### config.mk
export PLATFORM = sky130hd
export DESIGN_NAME = cvmcu_boot_strap_sampler_flat
export DESIGN_NICKNAME = d
export VERILOG_FILES = /design/src/rtl/cvmcu_boot_strap_sampler_if.sv /design/src/rtl/cvmcu_boot_strap_sampler.sv /design/src/flat_wrapper.sv
export SDC_FILE = /design/constraint.sdc
export NUM_CORES = 1
export LEC_CHECK = 0
export BUFFER_PORTS_ARGS = -buffer_cell sky130_fd_sc_hd__buf_2
export CORE_AREA = 2 2 54 56
export DETAILED_ROUTE_END_ITERATION = 8
export DIE_AREA = 0 0 56 58
export SYNTH_ARGS = -nofsm -noshare
export SYNTH_HDL_FRONTEND = slang
export SYNTH_SLANG_ARGS = --single-unit
### constraint.sdc
create_clock -name ref_clk_i -period 2.75 [get_ports ref_clk_i]
set_clock_uncertainty 0.1 [all_clocks]
set_input_delay 0.4125 -clock ref_clk_i [delete_from_list [all_inputs] [get_ports ref_clk_i]]
set_output_delay 0.4125 -clock ref_clk_i [all_outputs]
set_load 0.01 [all_outputs]
### src/rtl/cvmcu_boot_strap_sampler_if.sv
// Boot handshake and latched-strap bundle between the strap sampler (master) and SoC boot/reset logic (slave).
// The master drives every signal except boot_ack_i, which the boot controller returns.
interface cvmcu_boot_strap_sampler_if;
  logic boot_ack_i;
  logic bootsel_o;
  logic stm_o;
  logic straps_valid_o;
  logic soc_rstn_o;
  logic boot_req_o;
  logic strap_glitch_o;

  modport master (
    input  boot_ack_i,
    output bootsel_o, stm_o, straps_valid_o, soc_rstn_o, boot_req_o, strap_glitch_o
  );

  modport slave (
    output boot_ack_i,
    input  bootsel_o, stm_o, straps_valid_o, soc_rstn_o, boot_req_o, strap_glitch_o
  );
endinterface

### src/rtl/cvmcu_boot_strap_sampler.sv
// Synchronizes, filters and latches boot straps once, holds the SoC in reset, then handshakes a boot request.
// Latch after SYNC_STAGES+FILTER_CYCLES edges, release RST_HOLD_CYCLES later; boot_req_o holds until acked.
module cvmcu_boot_strap_sampler #(
  parameter int SYNC_STAGES     = 2,
  parameter int FILTER_CYCLES   = 8,
  parameter int RST_HOLD_CYCLES = 16
) (
  input  logic ref_clk_i,
  input  logic rstn_i,
  input  logic bootsel_i,
  input  logic stm_i,
  cvmcu_boot_strap_sampler_if.master boot_if
);

  localparam int SyncW = $clog2(SYNC_STAGES);
  localparam int FiltW = $clog2(FILTER_CYCLES + 1);
  localparam int HoldW = $clog2(RST_HOLD_CYCLES + 1);
  localparam logic [SyncW-1:0] SyncLast = SyncW'(SYNC_STAGES - 1);
  localparam logic [FiltW-1:0] FiltLast = FiltW'(FILTER_CYCLES - 1);
  localparam logic [HoldW-1:0] HoldLast = HoldW'(RST_HOLD_CYCLES - 1);
  localparam logic [HoldW-1:0] HoldMax  = HoldW'(RST_HOLD_CYCLES);

  typedef enum logic [2:0] {
    S_SYNC    = 3'd0,
    S_FILTER  = 3'd1,
    S_HOLD    = 3'd2,
    S_RELEASE = 3'd3,
    S_DONE    = 3'd4
  } state_e;

  state_e                 state_q, state_d;
  logic [SYNC_STAGES-1:0] bsel_sync_q, stm_sync_q;
  logic [1:0]             prev_q, prev_d;
  logic [SyncW-1:0]       sync_cnt_q, sync_cnt_d;
  logic [FiltW-1:0]       filt_cnt_q, filt_cnt_d;
  logic [HoldW-1:0]       hold_cnt_q, hold_cnt_d;
  logic                   bootsel_q, bootsel_d;
  logic                   stm_q, stm_d;
  logic                   valid_q, valid_d;
  logic                   soc_rstn_q, soc_rstn_d;
  logic                   boot_req_q, boot_req_d;
  logic                   glitch_q, glitch_d;

  logic [1:0] word, word_nxt;
  logic       word_match, latch_now, hold_done, ack_taken;

  assign word     = {bsel_sync_q[SYNC_STAGES-1], stm_sync_q[SYNC_STAGES-1]};
  assign word_nxt = {bsel_sync_q[SYNC_STAGES-2], stm_sync_q[SYNC_STAGES-2]};

  // While filling the synchronizer, prev tracks the value the output is about to take,
  // so the first filtered sample always counts as a match.
  assign prev_d     = (state_q == S_SYNC) ? word_nxt : word;
  assign word_match = (word == prev_q);
  assign latch_now  = (state_q == S_FILTER) && word_match && (filt_cnt_q == FiltLast);
  assign hold_done  = (state_q == S_HOLD) && (hold_cnt_q == HoldLast);
  assign ack_taken  = (state_q == S_RELEASE) && boot_if.boot_ack_i && boot_req_q;

  always_ff @(posedge ref_clk_i or negedge rstn_i) begin
    if (!rstn_i) begin
      state_q     <= S_SYNC;
      bsel_sync_q <= '0;
      stm_sync_q  <= '0;
      prev_q      <= '0;
      sync_cnt_q  <= '0;
      filt_cnt_q  <= '0;
      hold_cnt_q  <= '0;
      bootsel_q   <= 1'b0;
      stm_q       <= 1'b0;
      valid_q     <= 1'b0;
      soc_rstn_q  <= 1'b0;
      boot_req_q  <= 1'b0;
      glitch_q    <= 1'b0;
    end else begin
      state_q     <= state_d;
      bsel_sync_q <= {bsel_sync_q[SYNC_STAGES-2:0], bootsel_i};
      stm_sync_q  <= {stm_sync_q[SYNC_STAGES-2:0], stm_i};
      prev_q      <= prev_d;
      sync_cnt_q  <= sync_cnt_d;
      filt_cnt_q  <= filt_cnt_d;
      hold_cnt_q  <= hold_cnt_d;
      bootsel_q   <= bootsel_d;
      stm_q       <= stm_d;
      valid_q     <= valid_d;
      soc_rstn_q  <= soc_rstn_d;
      boot_req_q  <= boot_req_d;
      glitch_q    <= glitch_d;
    end
  end

  always_comb begin
    state_d = state_q;
    case (state_q)
      S_SYNC:    if (sync_cnt_q == SyncLast) state_d = S_FILTER;
      S_FILTER:  if (latch_now)              state_d = S_HOLD;
      S_HOLD:    if (hold_done)              state_d = S_RELEASE;
      S_RELEASE: if (ack_taken)              state_d = S_DONE;
      S_DONE:                                state_d = S_DONE;
      default:                               state_d = S_SYNC;
    endcase
  end

  always_comb begin
    sync_cnt_d = sync_cnt_q;
    filt_cnt_d = filt_cnt_q;
    hold_cnt_d = hold_cnt_q;
    bootsel_d  = bootsel_q;
    stm_d      = stm_q;
    valid_d    = valid_q;
    soc_rstn_d = soc_rstn_q;
    boot_req_d = boot_req_q;
    glitch_d   = glitch_q;
    case (state_q)
      S_SYNC: sync_cnt_d = sync_cnt_q + 1'b1;
      S_FILTER: begin
        if (latch_now) begin
          bootsel_d = word[1];
          stm_d     = word[0];
          valid_d   = 1'b1;
        end else if (word_match) begin
          filt_cnt_d = filt_cnt_q + 1'b1;
        end else begin
          filt_cnt_d = '0;
        end
      end
      S_HOLD: begin
        if (hold_cnt_q != HoldMax) hold_cnt_d = hold_cnt_q + 1'b1;
        if (hold_done) begin
          soc_rstn_d = 1'b1;
          boot_req_d = 1'b1;
        end
      end
      S_RELEASE: if (ack_taken) boot_req_d = 1'b0;
      default: ;
    endcase
    // Post-latch strap activity is only reported; the latched values stay frozen.
    if ((state_q inside {S_HOLD, S_RELEASE, S_DONE}) && (word != {bootsel_q, stm_q}))
      glitch_d = 1'b1;
  end

  assign boot_if.bootsel_o      = bootsel_q;
  assign boot_if.stm_o          = stm_q;
  assign boot_if.straps_valid_o = valid_q;
  assign boot_if.soc_rstn_o     = soc_rstn_q;
  assign boot_if.boot_req_o     = boot_req_q;
  assign boot_if.strap_glitch_o = glitch_q;

endmodule

### src/flat_wrapper.sv
// flat-port wrapper written by rule: the top's interface ports become plain ports
module cvmcu_boot_strap_sampler_flat 
#(
  parameter int SYNC_STAGES     = 2,
  parameter int FILTER_CYCLES   = 8,
  parameter int RST_HOLD_CYCLES = 16
)
  (ref_clk_i, rstn_i, bootsel_i, stm_i, boot_if_boot_ack_i, boot_if_bootsel_o, boot_if_stm_o, boot_if_straps_valid_o, boot_if_soc_rstn_o, boot_if_boot_req_o, boot_if_strap_glitch_o);
  cvmcu_boot_strap_sampler_if boot_if_i ();
  input  logic ref_clk_i;
  input  logic rstn_i;
  input  logic bootsel_i;
  input  logic stm_i;
  input wire logic [$bits(boot_if_i.boot_ack_i)-1:0] boot_if_boot_ack_i;
  output wire logic [$bits(boot_if_i.bootsel_o)-1:0] boot_if_bootsel_o;
  output wire logic [$bits(boot_if_i.stm_o)-1:0] boot_if_stm_o;
  output wire logic [$bits(boot_if_i.straps_valid_o)-1:0] boot_if_straps_valid_o;
  output wire logic [$bits(boot_if_i.soc_rstn_o)-1:0] boot_if_soc_rstn_o;
  output wire logic [$bits(boot_if_i.boot_req_o)-1:0] boot_if_boot_req_o;
  output wire logic [$bits(boot_if_i.strap_glitch_o)-1:0] boot_if_strap_glitch_o;
  assign boot_if_i.boot_ack_i = boot_if_boot_ack_i;
  assign boot_if_bootsel_o = boot_if_i.bootsel_o;
  assign boot_if_stm_o = boot_if_i.stm_o;
  assign boot_if_straps_valid_o = boot_if_i.straps_valid_o;
  assign boot_if_soc_rstn_o = boot_if_i.soc_rstn_o;
  assign boot_if_boot_req_o = boot_if_i.boot_req_o;
  assign boot_if_strap_glitch_o = boot_if_i.strap_glitch_o;
  cvmcu_boot_strap_sampler #(.SYNC_STAGES(SYNC_STAGES), .FILTER_CYCLES(FILTER_CYCLES), .RST_HOLD_CYCLES(RST_HOLD_CYCLES)) u_core (.ref_clk_i(ref_clk_i), .rstn_i(rstn_i), .bootsel_i(bootsel_i), .stm_i(stm_i), .boot_if(boot_if_i));
endmodule
# Word level (Yosys, flattened, before mapping)
# Cells that the tools add are included.
# totals
ff_bits	25
latch_bits	0
ramBits	0
mem_bits_ro	0
inputBits	5
output_inout_bits	6
elab_cells	55
mem_count	0
# op_classes
n_addsub	3
multipliers	0
n_div	0
n_lt_le_gt_ge	0
eq_ne	13
shifts	0
n_mux	10
bitwise	1
reduce_logical	15
# op_table
operator	n
3-bit one-hot mux with 5 select lines	1
3-bit 2-to-1 mux	4
2-bit by 1-bit inequality test with 1-bit output, second input constant	4
2-bit AND reduction	4
3-bit by 2-bit equality test with 1-bit output, second input constant	2
1-bit logical AND	6
5-bit by 1-bit adder with 5-bit output, second input constant	1
5-bit by 4-bit equality test with 1-bit output, second input constant	1
5-bit inequality test, second input constant	1
4-bit by 1-bit adder with 4-bit output, second input constant	1
4-bit by 3-bit equality test with 1-bit output, second input constant	1
4-bit 2-to-1 mux	1
4-bit AND reduction	1
3-bit by 1-bit equality test with 1-bit output, second input constant	1
3-bit equality test, second input constant	1
3-bit logical NOT	1
3-bit AND reduction	1
3-bit nonzero test	1
2-bit equality test	1
1-bit 2-to-1 mux	2
2-bit 2-to-1 mux	1
2-bit inequality test	1
1-bit one-hot mux with 2 select lines	1
2-bit nonzero test	1
2 further kinds	2

# Depth between registers and ports, before layout
# Gate-level depths: netlist of run 1.
# depth
word_depth	5
mapped_depth	6

# Worst setup path after synthesis of run 1
# No wires, ideal clock.
# synth_timing
path_type	register -> register
start	register u_core.state_q[1]
end	register u_core.bootsel_q, in the netlist u_core.boot_if.bootsel_o
arrival_ps	1569
setup_slack_ps	956
stages_incl_launch_ff	5
path_buffers	1
path_cell_list	dfrtp_1 buf_6 or3b_4 nor4_4 mux2_2
# synth_via
elab_chain_cells	4
# synth_lines
item	line_no	source
start: declaration	cvmcu_boot_strap_sampler.sv:31	state_e state_q, state_d;
start signal: assignment	cvmcu_boot_strap_sampler.sv:74	state_q <= state_d;
3-bit by 1-bit equality test with 1-bit output *	cvmcu_boot_strap_sampler.sv:54, cvmcu_boot_strap_sampler.sv:112	
1-bit logical AND (2 in series)	cvmcu_boot_strap_sampler.sv:54	assign latch_now = (state_q == S_FILTER) && word_match && (filt_cnt_q == FiltLast);
2-bit AND reduction (no source line) *	-	
end signal: assignment	cvmcu_boot_strap_sampler.sv:81	bootsel_q <= bootsel_d;
end: declaration	cvmcu_boot_strap_sampler.sv:37	logic bootsel_q, bootsel_d;
# Mark *: on every way between the ends. The rest lies on a longest branch, timed or not.
# A chain may end at the register's enable or synchronous reset.

# Worst setup path after layout of run 1
# layout_timing
start	register u_core.state_q[0]
end	register u_core.bootsel_q, in the netlist u_core.boot_if.bootsel_o
# Same word-level chain as after synthesis.

==> results of run 1 <==
[worst min path at each step]
| stage | from | to | slack [ns] |
|---|---|---|---|
| detailed placement | u_core.bsel_sync_q[0] | u_core.bsel_sync_q[1] | 0.26 |
| global route | bootsel_i | u_core.bsel_sync_q[0] | 0.06 |
| global placement | u_core.bsel_sync_q[0] | u_core.bsel_sync_q[1] | 0.26 |
| floorplan | rstn_i | u_core.boot_if.boot_req_o | 0.02 |
| finish | stm_i | u_core.stm_sync_q[0] | 0.07 |
| CTS | bootsel_i | u_core.bsel_sync_q[0] | 0.06 |
[logic make-up (layout without fill, tap and decap cells)]
logic type	after synthesis	count (layout)
AND/OR/NAND/NOR	28	28
flip-flops	25	25
AO/OA/AOI/OAI	18	18
XOR/XNOR	9	9
multiplexers	8	8
buffers and inverters	6	19
adder cells (fa/ha/maj)	4	4
[cells in the mapped netlist, types with 2 or more instances]
cell type                   n
sky130_fd_sc_hd__a21oi_1    5
sky130_fd_sc_hd__a31oi_1    2
sky130_fd_sc_hd__and3_1     2
sky130_fd_sc_hd__dfrtp_1   25
sky130_fd_sc_hd__ha_1       4
sky130_fd_sc_hd__inv_1      4
sky130_fd_sc_hd__mux2_2     7
sky130_fd_sc_hd__nand2_1    2
sky130_fd_sc_hd__nand2b_1   2
sky130_fd_sc_hd__nand3_1    4
sky130_fd_sc_hd__nand4_1    2
sky130_fd_sc_hd__nor2_1     2
sky130_fd_sc_hd__nor3b_1    4
sky130_fd_sc_hd__o21ai_0    3
sky130_fd_sc_hd__xnor2_1    4
sky130_fd_sc_hd__xor2_1     5
[report_power, final]
part,leakage (nW),total (mW),switching [mW],internal [mW]
Combinational,0.272,0.0346,0.0195,0.0151
Sequential,0.324,0.386,0.00950,0.377
Clock,0.0139,0.170,0.115,0.0557
[state kept, by name, summed over array words and instances, names as in the netlist, 2 cells and up]
signal and flops:
u_core.hold_cnt_q 5, u_core.state_q 3, u_core.stm_sync_q 2, u_core.bsel_sync_q 2, u_core.filt_cnt_q 4, u_core.prev_q 2
[worst register-to-register path: stages, from the launching register on]
cell	delay, ns
sky130_fd_sc_hd__dfrtp_1	0.55
sky130_fd_sc_hd__or3b_4	0.45
sky130_fd_sc_hd__nor4_4	0.37
sky130_fd_sc_hd__mux2_2	0.37
[through the flow]
stage / setup WS [ns] / instance area, µm²
6_report: 0.836 / 1300
5_1_grt: 0.691 / 1300
3_3_place_gp: 0.864 / 1260
4_1_cts: 0.822 / 1300
3_5_place_dp: 0.827 / 1260
2_1_floorplan: 0.956 / 1190
[layer usage]
layer / up-vias / global-route usage, % / wire [µm]
met5: - / 0 / 0
met4: 0 / 10.2 / 57
met3: 4 / 2.46 / 61
met2: 11 / 22.4 / 892
met1: 379 / 17.0 / 902
li1: 382 / - / -
[area by class of cell]
cell class,count,area [µm²],area share [%]
Multi-Input combinational cell,67,531,40.8
Tap cell,31,38.8,2.98
Sequential cell,25,626,48.1
Clock buffer,3,22.5,1.73
Clock inverter,1,7.51,0.577
Inverter,4,15.0,1.15
Timing Repair Buffer,11,60.1,4.62
==> impl_metrics.py, run 1 <==
metrics = {
    "pwr": {
        "p_per_area_mw_per_mm2": 455,
        "post-layout-total-power_uw": 591,
        "max-vdd-ir-drop_uv": 352,
        "p_leak_nw": 0.609,
    },
    "clock_network": {
        "insertion_delay_ns": 0.33,
        "cts_tree": "built",
        "cts-hold-fix-buffers": 1,
        "ctsRootBufferMaster": "sky130_fd_sc_hd__clkbuf_4",
        "cts_num_sinks": 25,
        "tritoncts.num_buffers": 3,
        "max-clock-path-buffers": 2,
        "cts_max_level": 1,
        "cts-resized-gates": 0,
        "clkSlewWorstSetupHoldPaths_ns": 0.15,
        "post-cts-setup-buffers": 0,
    },
    "floorplanning": {
        "initial_utilization_pct": 44.6,
        "die_area_mm2": 0.00325,
        "core-area_mm2": 0.00266,
        "die_height_um": 58,
        "die_width_um": 56,
        "top_level_ports": 11,
        "rows": 19,
    },
    "routing": {
        "dr_total_vias": 776,
        "drt_first_pass_iters": 4,
        "drc_errors": 0,
        "antenna_violating_nets_post_route": 0,
        "via_per_inst": 5.46,
        "initialDrtViolationCount": 15,
        "route.final.wire_length_um": 1910,
        "wire_per_inst_um": 13.5,
    },
    "layout": {
        "post_route_cells_drive_above_1_share_pct": 24.3,
        "commonest_non_fill_non_tap_cell_in_the_layout": "sky130_fd_sc_hd__dfrtp_1",
        "most_frequent_cells_in_the_layout": "sky130_fd_sc_hd__dfrtp_1, sky130_fd_sc_hd__buf_2, sky130_fd_sc_hd__mux2_2",
        "insertedDiodeCount": 0,
        "area_growth_pct": 9.48,
        "fin_cells": 142,
        "fin_nets": 121,
        "utilization_pct": 48.8,
        "nFillCells": 260,
    },
    "global_routing": {
        "globalRouteTotalUtil_pct": 13.9,
        "antenna_found_initial": 0,
        "grt_pass1_vias": 764,
        "largest_net_degree_at_the_start_of_global_routing": 26,
        "first_pass_grt_wire_length_um": 3430,
        "grt_remaining_overflow": 0,
    },
    "yosys": {
        "netlist.top_cell.by_area": "sky130_fd_sc_hd__dfrtp_1",
        "register_bit_total_from_synthesis": 25,
        "most_used_flip_flop_cell_after_synthesis": "sky130_fd_sc_hd__dfrtp_1",
        "post_synth_edffs": 0,
        "synth.cell_area_mm2": 0.00119,
        "ys_async_sr_fraction_pct": 100,
        "synth.area.mux_share_pct": 7.48,
        "yosys.area_share.simple_pct": 16.5,
        "cell_types_with_the_largest_area_share_after_synthesis": "sky130_fd_sc_hd__dfrtp_1, sky130_fd_sc_hd__mux2_2, sky130_fd_sc_hd__ha_1",
        "synth_sequential_area_ratio_pct": 52.7,
        "synth_area_per_cell_um2": 12.1,
        "postSynthNetCount": 107,
        "synth_xor_xnor_area_share_pct": 6.64,
        "synth-warning-count": 0,
        "synth.top_cell.area_share_pct": 52.7,
        "synth-adder-area-share_pct": 4.21,
        "post_synth_num_cell_types": 37,
        "dominant_combinational_cell_family_by_area_after_synthesis": "simple AND/OR/NAND/NOR gates",
        "synth_compound_area_share_pct": 9.80,
        "post_synth_inst_count": 98,
    },
    "critical_path": {
        "worstSetupStartpointType": "register",
        "rr_worst_depth": 3,
        "ff2ff_setup_slack_ns": 0.84,
        "r2r_start": "u_core.state_q[0]",
        "crit_path_max_fanout": 12,
        "cp.buffers_inverters": 0,
        "cp-end-kind": "register",
        "slowest_delay_ns": 0.55,
        "crit_arrival_ns": 2.05,
        "timing_worst_setup_path_type": "reg2reg",
        "worst_setup_path_endpoint": "u_core.boot_if.bootsel_o",
        "worstSetupPathDepth": 3,
        "timing.critical_path.slowest_stage_cell": "sky130_fd_sc_hd__dfrtp_1",
        "crit_family": "simple AND/OR/NAND/NOR gates",
        "critPathRequiredTime_ns": 2.89,
        "crit_start": "u_core.state_q[0]",
        "reg2reg_to": "u_core.boot_if.bootsel_o",
        "crit_path_cell_trace": "or3b_4 > nor4_4 > mux2_2",
    },
    "timing": {
        "timing_hold_violations_final": 0,
        "timing.final.crit_share_pct": 69.6,
        "worst_slew_pin_tran_ns": 0.553,
        "timing.fmax_ghz": 0.522,
        "totalNegativeSetupSlack_ns": 0,
        "rsz_0062_raised_after_global_routing": "no",
        "max_slew_margin_pct": 63.1,
        "worst_hold_slack_ns": 0.0719,
        "period_minus_slack_ns": 1.91,
        "final-setup-viol-count": 0,
        "timing_max_transition_violations_final": 0,
    },
    "placed_design": {
        "hpwlAfterDp_um": 1410,
        "place.gp.congestion": 0.778,
        "placed_cells_incl_taps": 137,
        "io_buffers": 10,
    },
    "outcome": {
        "run_status": "completed",
    },
    "min_path": {
        "worst_hold_path.num_cells": 1,
        "worst_min_path_class": "in2reg",
    },
    "job": {
        "drv_cap": 0,
    },
}
No activity file was read; power rests on OpenSTA's default activity.
==> inputs of run 2 (changes only) <==
- clock period: 2.75 -> 2 ns (I/O delays scaled with it)
==> run 2 against run 1 <==
- non-clock buffer count rose by 6
- critical path depth did not move
- clock-buffer cell count rose by 1
- power rose by 35%
- first-iteration DRC count did not move
==> impl_metrics.py, run 2 (same netlist as run 1, synthesis figures left out) <==
metrics = {
    "routing": {
        "via_per_inst": 5.32,
        "drt_first_pass_iters": 2,
        "dr_total_vias": 788,
        "drc_errors": 0,
        "antenna_violating_nets_post_route": 0,
        "wire_per_inst_um": 13.9,
        "route.final.wire_length_um": 2060,
        "initialDrtViolationCount": 15,
    },
    "min_path": {
        "worst_min_path_class": "in2reg",
        "worst_hold_path.num_cells": 3,
    },
    "timing": {
        "timing.final.crit_share_pct": 93.0,
        "worst_slew_pin_tran_ns": 0.547,
        "period_minus_slack_ns": 1.86,
        "timing_max_transition_violations_final": 0,
        "rsz_0062_raised_after_global_routing": "no",
        "timing.fmax_ghz": 0.538,
        "totalNegativeSetupSlack_ns": 0,
        "timing_hold_violations_final": 0,
        "final_critical_path_setup_slack_ns": 0.140,
        "final-setup-viol-count": 0,
        "max_slew_margin_pct": 63.5,
    },
    "layout": {
        "area_growth_pct": 13.4,
        "post_route_cells_drive_above_1_share_pct": 25.6,
        "fin_cells": 148,
        "largest_register_ff_count": 5,
        "commonest_non_fill_non_tap_cell_in_the_layout": "sky130_fd_sc_hd__dfrtp_1",
        "leading_registers_by_flop_count": "u_core.hold_cnt_q (5), u_core.filt_cnt_q (4), u_core.state_q (3)",
        "registers.top_by_ff_count": "u_core.hold_cnt_q",
        "most_frequent_cells_in_the_layout": "sky130_fd_sc_hd__dfrtp_1, sky130_fd_sc_hd__buf_2, sky130_fd_sc_hd__mux2_2",
        "fin_nets": 127,
        "insertedDiodeCount": 0,
    },
    "critical_path": {
        "worstSetupPathDepth": 3,
        "crit_family": "simple AND/OR/NAND/NOR gates",
        "rr_worst_depth": 3,
        "slowest_delay_ns": 0.48,
        "critPathRequiredTime_ns": 2.10,
        "crit_path_max_fanout": 9,
        "worstSetupStartpointType": "register",
        "crit_arrival_ns": 1.96,
        "timing.critical_path.slowest_stage_cell": "sky130_fd_sc_hd__dfrtp_1",
        "timing_worst_setup_path_type": "reg2reg",
        "cp.buffers_inverters": 0,
        "crit_path_cell_trace": "or3b_4 > nor4_4 > mux2_2",
        "cp-end-kind": "register",
    },
    "global_routing": {
        "grtUsageMet3_pct": 3.13,
        "first_pass_grt_wire_length_um": 3620,
        "grt_remaining_overflow": 0,
        "globalRouteTotalUtil_pct": 14.9,
        "grt_pass1_vias": 804,
        "global_route.usage.met2_pct": 23.7,
        "globalRoute.busiestLayer": "met2",
        "grt_use_met1_pct": 18.9,
        "largest_net_degree_at_the_start_of_global_routing": 26,
        "antenna_found_initial": 0,
    },
    "clock_network": {
        "cts-resized-gates": 0,
        "cts_tree": "built",
        "ctsRootBufferMaster": "sky130_fd_sc_hd__clkbuf_4",
        "cts_num_sinks": 25,
        "cts_max_level": 1,
        "tritoncts.num_buffers": 3,
        "max-clock-path-buffers": 2,
        "clkSlewWorstSetupHoldPaths_ns": 0.13,
        "insertion_delay_ns": 0.31,
    },
    "placed_design": {
        "hpwlAfterDp_um": 1570,
        "pre_cts_ws_ns": 0.145,
        "io_buffers": 10,
        "place.gp.congestion": 0.785,
        "placed_cells_incl_taps": 141,
    },
    "pwr": {
        "p_leak_nw": 0.638,
        "max-vdd-ir-drop_uv": 567,
        "p_per_area_mw_per_mm2": 594,
    },
    "floorplanning": {
        "rows": 19,
        "initial_utilization_pct": 44.6,
        "die_height_um": 58,
        "die_width_um": 56,
        "die_area_mm2": 0.00325,
        "top_level_ports": 11,
        "core-area_mm2": 0.00266,
    },
    "job": {
        "drv_cap": 0,
    },
    "outcome": {
        "run_status": "completed",
    },
}
==> run 2: cell count changes in the layout (fill, tap and decap cells not counted), sizes merged <==
| cell | change |
|---|---|
| clkbuf | +1 |
| buf | +4 |
| clkinvlp | -1 |
| dlygate4sd3 | +2 |
==> run 2: power breakdown <==
group	total [mW]	leakage, nW	switching, mW	internal, mW
logic	0.0521	0.299	0.0285	0.0236
registers	0.530	0.324	0.0124	0.518
clock network	0.217	0.0150	0.139	0.0778
total	0.799	0.638	0.180	0.619
==> run 2: layout make-up <==
cell class	count	area, µm²
sequential	25	626
timing repair buffer	17	110
multi-input combinational	67	531
clock buffer	4	26.3
inverter	4	15.0
tap	31	38.8
fill	243	1320
==> run 2: path summary, 6_finish.rpt <==
kind                                            start                        end  slack, ns
max in group asynchronous                      rstn_i      u_core.bsel_sync_q[0]       1.04
min in group asynchronous                      rstn_i       u_core.filt_cnt_q[0]       0.39
worst max-delay path                u_core.state_q[2]   u_core.boot_if.bootsel_o       0.14
worst min register to register  u_core.bsel_sync_q[0]      u_core.bsel_sync_q[1]       0.29
worst min-delay path               boot_if_boot_ack_i  u_core.boot_if.boot_req_o       0.16
worst max register to register      u_core.state_q[2]   u_core.boot_if.bootsel_o       0.14
==> run 2: stage by stage <==
step           hold WS [ns]  instance area (µm²)  power (mW)  util, %
5_1_grt               0.160                 1350       0.851     50.6
3_5_place_dp          0.225                 1290       0.590     48.4
4_1_cts               0.137                 1350       0.818     50.6
2_1_floorplan       -0.0956                 1190       0.566        -
3_3_place_gp          0.224                 1290       0.588     48.4
6_report              0.157                 1350       0.799     50.6
==> run 2: metal layers <==
layer | part of all wire [%] | wire length [µm] | vias to the layer above
li1 | - | - | 392
met1 | 47 | 961 | 384
met2 | 48 | 996 | 8
met3 | 2.8 | 58 | 4
met4 | 1.9 | 39 | 0
met5 | 0 | 0 | -
==> run 2: what timing repair did <==
action / CTS / global route
hold endpoints to repair: 27 / 0
setup buffers: 0 / 0
hold buffers: 3 / 0
==> run 2: worst reg2reg max path, cell delays in order, from the launching register on <==
cell                      delay, ns
sky130_fd_sc_hd__dfrtp_1       0.48
sky130_fd_sc_hd__or3b_4        0.42
sky130_fd_sc_hd__nor4_4        0.37
sky130_fd_sc_hd__mux2_2        0.38
